[src/rtl/aes_arb_pkg.sv]
// Shared types and constants for the AES job arbiter.
// The watchdog is compiled in only when AES_ARB_TIMEOUT_EN is defined.
package aes_arb_pkg;

    localparam int unsigned AES_BLK_W              = 128;
    localparam int unsigned AES_KSEL_W             = 2;
    localparam int unsigned DEFAULT_TIMEOUT_CYCLES = 1024;

    typedef enum logic [2:0] {
        StIdle,
        StIssue,
        StSettle,
        StWait,
        StResp
    } arb_state_e;

endpackage

[src/rtl/aes_rr_arbiter.sv]
// Combinational round-robin arbiter: the first set request at or after ptr wins.
module aes_rr_arbiter #(
    parameter int unsigned NUM_REQ = 2
) (
    input  logic [NUM_REQ-1:0]         req,
    input  logic [$clog2(NUM_REQ)-1:0] ptr,
    output logic [NUM_REQ-1:0]         gnt,
    output logic [$clog2(NUM_REQ)-1:0] idx,
    output logic                       any
);
    localparam int unsigned IdxW = $clog2(NUM_REQ);

    logic [NUM_REQ-1:0] rot;
    logic [IdxW-1:0]    off;
    logic [IdxW:0]      sum;

    always_comb begin
        // Rotate so that bit 0 corresponds to the requester at ptr.
        rot = NUM_REQ'({req, req} >> ptr);
        any = 1'b0;
        off = '0;
        for (int i = 0; i < NUM_REQ; i++) begin
            if (!any && rot[i]) begin
                any = 1'b1;
                off = IdxW'(i);
            end
        end
        sum = {1'b0, ptr} + {1'b0, off};
        if (sum >= (IdxW + 1)'(NUM_REQ)) begin
            sum = sum - (IdxW + 1)'(NUM_REQ);
        end
        idx = sum[IdxW-1:0];
        gnt = '0;
        for (int j = 0; j < NUM_REQ; j++) begin
            gnt[j] = any && (idx == IdxW'(j));
        end
    end

endmodule

[src/rtl/aes_job_arbiter.sv]
// Shares one AES-192 core among NUM_REQ requesters, one job in flight at a time.
// Define AES_ARB_TIMEOUT_EN to compile in the WAIT-state watchdog.
module aes_job_arbiter
    import aes_arb_pkg::*;
#(
    parameter int unsigned NUM_REQ        = 2,
    parameter int unsigned TIMEOUT_CYCLES = DEFAULT_TIMEOUT_CYCLES
) (
    input  logic                            clk_i,
    input  logic                            rst_i,
    input  logic [NUM_REQ-1:0]              acct_en_i,
    input  logic                            debug_mode_i,
    input  logic [NUM_REQ-1:0]              req_valid_i,
    output logic [NUM_REQ-1:0]              req_ready_o,
    input  logic [NUM_REQ*AES_BLK_W-1:0]    req_pc_i,
    input  logic [NUM_REQ*AES_BLK_W-1:0]    req_state_i,
    input  logic [NUM_REQ*AES_KSEL_W-1:0]   req_key_sel_i,
    output logic [NUM_REQ-1:0]              resp_valid_o,
    input  logic [NUM_REQ-1:0]              resp_ready_i,
    output logic [AES_BLK_W-1:0]            resp_ct_o,
    output logic                            resp_err_o,
    output logic                            aes_start_o,
    output logic [AES_BLK_W-1:0]            aes_pc_o,
    output logic [AES_BLK_W-1:0]            aes_state_o,
    output logic [AES_KSEL_W-1:0]           aes_key_sel_o,
    input  logic [AES_BLK_W-1:0]            aes_ct_i,
    input  logic                            aes_ct_valid_i,
    output logic                            busy_o,
    output logic [$clog2(NUM_REQ)-1:0]      grant_id_o
);
    localparam int unsigned IdxW = $clog2(NUM_REQ);

    if (NUM_REQ < 2 || NUM_REQ > 8 || TIMEOUT_CYCLES < 1) begin : g_param_check
        $error("aes_job_arbiter: unsupported NUM_REQ or TIMEOUT_CYCLES");
    end

    arb_state_e            state_q, state_d;
    logic [IdxW-1:0]       ptr_q, ptr_d;
    logic [IdxW-1:0]       grant_q, grant_d;
    logic [AES_BLK_W-1:0]  pc_q, pc_d;
    logic [AES_BLK_W-1:0]  st_q, st_d;
    logic [AES_BLK_W-1:0]  ct_q, ct_d;
    logic [AES_KSEL_W-1:0] ksel_q, ksel_d;
`ifdef AES_ARB_TIMEOUT_EN
    logic [31:0]           cnt_q, cnt_d;
    logic                  err_q, err_d;
`endif

    logic [NUM_REQ-1:0] eligible;
    logic [NUM_REQ-1:0] arb_gnt;
    logic [NUM_REQ-1:0] owner_oh;
    logic [IdxW-1:0]    arb_idx;
    logic               arb_any;

    assign eligible = debug_mode_i ? '0 : (req_valid_i & acct_en_i);

    aes_rr_arbiter #(
        .NUM_REQ(NUM_REQ)
    ) u_rr (
        .req(eligible),
        .ptr(ptr_q),
        .gnt(arb_gnt),
        .idx(arb_idx),
        .any(arb_any)
    );

    always_comb begin
        for (int j = 0; j < NUM_REQ; j++) begin
            owner_oh[j] = (grant_q == IdxW'(j));
        end
    end

    always_comb begin
        state_d      = state_q;
        ptr_d        = ptr_q;
        grant_d      = grant_q;
        pc_d         = pc_q;
        st_d         = st_q;
        ksel_d       = ksel_q;
        ct_d         = ct_q;
`ifdef AES_ARB_TIMEOUT_EN
        cnt_d        = cnt_q;
        err_d        = err_q;
`endif
        req_ready_o  = '0;
        resp_valid_o = '0;
        aes_start_o  = 1'b0;

        case (state_q)
            StIdle: begin
                if (arb_any) begin
                    req_ready_o = arb_gnt;
                    grant_d     = arb_idx;
                    for (int i = 0; i < NUM_REQ; i++) begin
                        if (arb_gnt[i]) begin
                            pc_d   = req_pc_i[i*AES_BLK_W +: AES_BLK_W];
                            st_d   = req_state_i[i*AES_BLK_W +: AES_BLK_W];
                            ksel_d = req_key_sel_i[i*AES_KSEL_W +: AES_KSEL_W];
                        end
                    end
                    state_d = StIssue;
                end
            end
            StIssue: begin
                aes_start_o = 1'b1;
                state_d     = StSettle;
            end
            StSettle: begin
                // Core valid is ignored here so a stale valid from the last job is dropped.
`ifdef AES_ARB_TIMEOUT_EN
                cnt_d = '0;
`endif
                state_d = StWait;
            end
            StWait: begin
`ifdef AES_ARB_TIMEOUT_EN
                cnt_d = cnt_q + 32'd1;
`endif
                if (aes_ct_valid_i) begin
                    ct_d    = aes_ct_i;
`ifdef AES_ARB_TIMEOUT_EN
                    err_d   = 1'b0;
`endif
                    state_d = StResp;
                end
`ifdef AES_ARB_TIMEOUT_EN
                else if (cnt_q == TIMEOUT_CYCLES - 1) begin
                    ct_d    = '0;
                    err_d   = 1'b1;
                    state_d = StResp;
                end
`endif
            end
            StResp: begin
                resp_valid_o = owner_oh;
                if (|(resp_ready_i & owner_oh)) begin
                    state_d = StIdle;
                    ptr_d   = (grant_q == IdxW'(NUM_REQ - 1)) ? '0 : grant_q + IdxW'(1);
                end
            end
            default: state_d = StIdle;
        endcase
    end

    always_ff @(posedge clk_i) begin
        if (rst_i) begin
            state_q <= StIdle;
            ptr_q   <= '0;
            grant_q <= '0;
            pc_q    <= '0;
            st_q    <= '0;
            ksel_q  <= '0;
            ct_q    <= '0;
`ifdef AES_ARB_TIMEOUT_EN
            cnt_q   <= '0;
            err_q   <= 1'b0;
`endif
        end else begin
            state_q <= state_d;
            ptr_q   <= ptr_d;
            grant_q <= grant_d;
            pc_q    <= pc_d;
            st_q    <= st_d;
            ksel_q  <= ksel_d;
            ct_q    <= ct_d;
`ifdef AES_ARB_TIMEOUT_EN
            cnt_q   <= cnt_d;
            err_q   <= err_d;
`endif
        end
    end

    assign resp_ct_o     = (state_q == StResp) ? ct_q : '0;
`ifdef AES_ARB_TIMEOUT_EN
    assign resp_err_o    = (state_q == StResp) && err_q;
`else
    assign resp_err_o    = 1'b0;
`endif
    assign aes_pc_o      = pc_q;
    assign aes_state_o   = st_q;
    assign aes_key_sel_o = ksel_q;
    assign busy_o        = (state_q != StIdle);
    assign grant_id_o    = grant_q;

endmodule

[config.mk]
export PLATFORM = sky130hd
export DESIGN_NAME = aes_job_arbiter
export DESIGN_NICKNAME = d
export VERILOG_FILES = /design/src/rtl/aes_arb_pkg.sv /design/src/rtl/aes_rr_arbiter.sv /design/src/rtl/aes_job_arbiter.sv
export SDC_FILE = /design/constraint.sdc
export NUM_CORES = 1
export LEC_CHECK = 0
export BUFFER_PORTS_ARGS = -buffer_cell sky130_fd_sc_hd__buf_2
export CAP_MARGIN = 25
export CORE_AREA = 2 2 412 414
export DETAILED_ROUTE_END_ITERATION = 8
export DIE_AREA = 0 0 414 416
export PLACE_DENSITY = 0.4
export SLEW_MARGIN = 5
export SYNTH_ARGS = -nofsm -noshare
export SYNTH_HDL_FRONTEND = slang
export SYNTH_SLANG_ARGS = --single-unit
[constraint.sdc]
create_clock -name clk_i -period 1.9 [get_ports clk_i]
set_input_delay 0.285 -clock clk_i [delete_from_list [all_inputs] [get_ports clk_i]]
set_output_delay 0.285 -clock clk_i [all_outputs]
set_load 0.02 [all_outputs]
==> Implementation_results.wiki <==
{| class="wikitable"
! Metric !! Value
|-
| CTS Sinks || 391
|-
| Initial detailed-routing violation count || around 1900
|-
| Internal || between 15 and 20 mW
|-
| Ratio of final minimum period to clock period || 121%
|-
| H-tree depth reported by CTS || 2
|-
| Placed Cells incl. Taps || 5455
|-
| Setup violations, final || between 300 and 400
|-
| Post-synthesis area per instance || 8.31 µm²
|-
| Per-cell via count in the routed design || between 4 and 5
|-
| Clock slew seen by the registers of the worst setup and hold paths || 60 ps
|-
| Detailed-route wire length || around 140000 µm
|-
| Adder-cell share of the synthesized area || 0%
|-
| Num rows || 151
|-
| Clock Power Share || 38.1%
|-
| Detailed placement HPWL || 96300 µm
|-
| Static Leak || between 15 and 20 nW
|-
| Proportion of layout cells with a drive suffix above 1 || 43.5%
|-
| ANT nets after route || 0
|-
| Total congestion overflow after global routing || 0
|-
| Maximum number of pins on one net before global-route repair || 85
|-
| Worst Tran Pin Value || 667 ps
|-
| Top-level port count || 1048
|-
| Number of instances in the synthesized netlist || 2318
|-
| Net switching share of the total power || 32.5%
|-
| Mapped Area || 19300 µm²
|-
| Max Fclk || 433 MHz
|-
| Hold slack || between 40 and 50 ps
|-
| Total design power || 28.5 mW
|-
| Number of CTS-inserted buffers || 52
|-
| Core area || 168000 µm²
|-
| Run status || finished, violations left
|-
| Post-route clock skew || about 35 ps
|-
| Most frequent standard cell in the layout excluding fill and tap cells || buf_2
|-
| Top Usage Layer GRT || met2
|-
| Effective utilization at floorplan || 11.5%
|-
| Area of the die || around 170000 µm²
|-
| Crit path setup slack, layout || -408 ps
|-
| Chip width || 414 µm
|-
| Part of the Yosys area used for sequential elements || 40.6%
|-
| Port Buffer Count || 1046
|-
| DR vias || roughly 28000
|-
| Global-route wire length before repair || 194000 µm
|-
| Final net count || 4655
|-
| Basic-gate share of the synthesized area counting and, or, nand and nor cells || 16.5%
|-
| Synth-to-layout area growth || 114%
|-
| Distinct cell type count of the synthesized netlist || 33
|-
| Post-layout instance count excluding filler cells || 6271
|-
| Max-Slew Margin vs Limit || 55.2%
|-
| Comb pwr share || 29.7%
|-
| Power density of the placed cells || between 600 and 700 nW/µm²
|-
| Area fraction in compound gates after synthesis || 34.4%
|-
| Synthesis-stage register bit count || a little under 400
|-
| Count of warnings emitted by yosys || 0
|-
| Worst ir drop on vdd || 0.639 mV
|-
| Met3 global-route usage || 4.74%
|-
| Final sum of negative setup slack || -69630 ps
|-
| Mux contribution to synthesized area || less than 1%
|-
| TritonCTS clock tree || built
|-
| Arrival time at the worst endpoint || just over 2000 ps
|-
| Sequential share of power || 32.1%
|-
| DR WL/cell || 22.2 µm
|-
| Crit Path Max Fanout || 7
|-
| Antenna violations before repair || 15
|-
| Startpoint-to-endpoint class of the critical path || reg2out
|-
| Data required time of the worst path || 1620 ps
|-
| RSZ-0062 raised after global routing || yes
|-
| Fraction of met1 tracks used by global routing || 17.4%
|-
| Leading cell types in the layout, fill and taps excluded || buf_2 (910), dlygate4sd3_1 (631), dfxtp_1 (388)
|-
| Xor and xnor area share after synthesis || 0%
|-
| Placer congestion estimate || 0.869
|-
| Dominant combinational cell family by area after synthesis || compound AO/OA/AOI/OAI gates
|-
| Die Ht || 416 µm
|-
| Worst Hold Class || in2reg
|-
| Skew-Pair Late Insertion Delay || 620 ps
|-
| Cell at the root of the clock tree || clkbuf_16
|-
| Global routing met2 resource utilization || 25.0%
|-
| Max-capacitance violation count || 0
|-
| Number of iterations in the first detailed-routing pass || 7
|-
| Endpoints failing hold || 0
|-
| Net switching power || about 9 mW
|-
| Filler cell count in the final layout || 18300
|-
| GRT Overall Usage || 14.9%
|-
| CP startpoint kind || flop
|-
| Number of pins exceeding their max-slew limit in the final report || 0
|-
| Syn Nets || 2972
|-
| Number of buffers between clock root and the deepest sink || 3
|-
| Number of global-route vias before repair || 28100
|-
| Remaining design rule violation count || 0
|-
| Clock period minus final worst setup slack || 2310 ps
|-
| Failing checks || negative setup slack
|-
| Crit end category || output port
|}
## through the flow
stage / setup WS, ps / util, % / instance area [µm²]
floorplan: 116 / - / 19300
global placement: -427 / 16.8 / 28200
detailed placement: -57.6 / 16.8 / 28200
finish: -408 / 24.5 / 41200
global route: -524 / 24.5 / 41200
CTS: -536 / 22.9 / 38500
## state kept, by name, summed over array words and instances (netlist names)
register,count
ptr_q,1
aes_state_o,128
state_q,3
grant_id_o,1
ct_q,128
aes_pc_o,128
aes_key_sel_o,2
## power groups by stage
stage / Clock, mW / Combinational (mW) / Sequential (mW)
after global routing: 11.5 / 8.87 / 9.20
after global placement: 0 / 5.53 / 9.22
final: 10.9 / 8.47 / 9.16
after detailed placement: 0 / 5.51 / 9.21
after floorplan: 0 / 2.15 / 9.67
after CTS: 11.2 / 7.46 / 9.06
## what timing repair did
action	in CTS	in global routing
buffers inserted	32	34
gates resized for setup	357	412
hold endpoints to repair	389	0
gates cloned	20	12
hold buffers	631	0
endpoints found under the setup margin	236	381
pin swaps	150	223
## logic make-up (layout without fill, tap and decap cells)
group,after synthesis,in the layout
buf+inv,351,2077
flops,391,391
other cells,1,10
compound gates,911,911
mux,1,1
simple gates,663,663
## cell usage after synthesis
master	number	area, µm²
a21boi_0	1	7.51
a21oi_1	131	656
a22o_1	1	8.76
a22oi_1	1	7.51
a311oi_1	241	2110
a311oi_2	18	270
a31o_2	1	8.76
a31oi_1	258	1610
and2_1	128	801
and3_1	1	6.26
and3_4	1	11.3
and3b_1	2	17.5
and4b_1	1	10.0
buf_1	10	37.5
buf_2	77	385
buf_4	6	45.0
buf_6	24	270
clkbuf_1	230	863
conb_1	1	3.75
dfxtp_1	391	7830
inv_1	3	11.3
inv_2	1	3.75
mux2i_1	1	10.0
nand2_1	259	972
nand3_1	259	1300
nand3b_1	1	7.51
nand4b_1	1	8.76
nor2_1	5	18.8
nor3_1	2	10.0
nor3b_1	2	15.0
nor4_1	1	6.26
o21bai_1	1	7.51
o31ai_1	258	1940
## final timing paths
kind                                   endpoint                    start  depth (start not counted)  slack, ps
setup / recovery                 resp_ct_o[114]  state_q[1]$_SDFFE_PP0P_                          6       -410
hold / removal    aes_state_o[110]$_SDFFE_PP0P_         req_state_i[238]                          3         40
setup reg to reg     aes_pc_o[107]$_SDFFE_PP0P_  state_q[1]$_SDFFE_PP0P_                         12       -270
hold reg to reg           ct_q[29]$_SDFFE_PP0P_    ct_q[29]$_SDFFE_PP0P_                          2        450
## critical path, stage by stage, from the launching register on
cell and delay, ps:
dfxtp_4 370, nor3b_4 250, buf_12 170, buf_16 160, buf_6 150, and2_1 140, buf_6 120
## layer usage
layer  wire (µm)  share of wire (%)  up-vias
li1            -                  -    12400
met1       54000                 39    13500
met2       66700                 48     1444
met3       12000                8.6      376
met4        6260                4.5        8
met5          53              0.038        -
## final cells by class
type                       count  area, µm²  share of cell area (%)
antenna                        9       22.5                  0.0547
clock buffer                  79       1600                    3.87
clock inverter                18        255                   0.620
inverter                       4       22.5                  0.0547
multi-input combinational   1576      12300                    29.9
sequential                   391       7840                    19.0
tap                         2218       2780                    6.74
timing repair buffer        1976      16400                    39.8
Note: power is estimated with default switching activity, not from simulation.
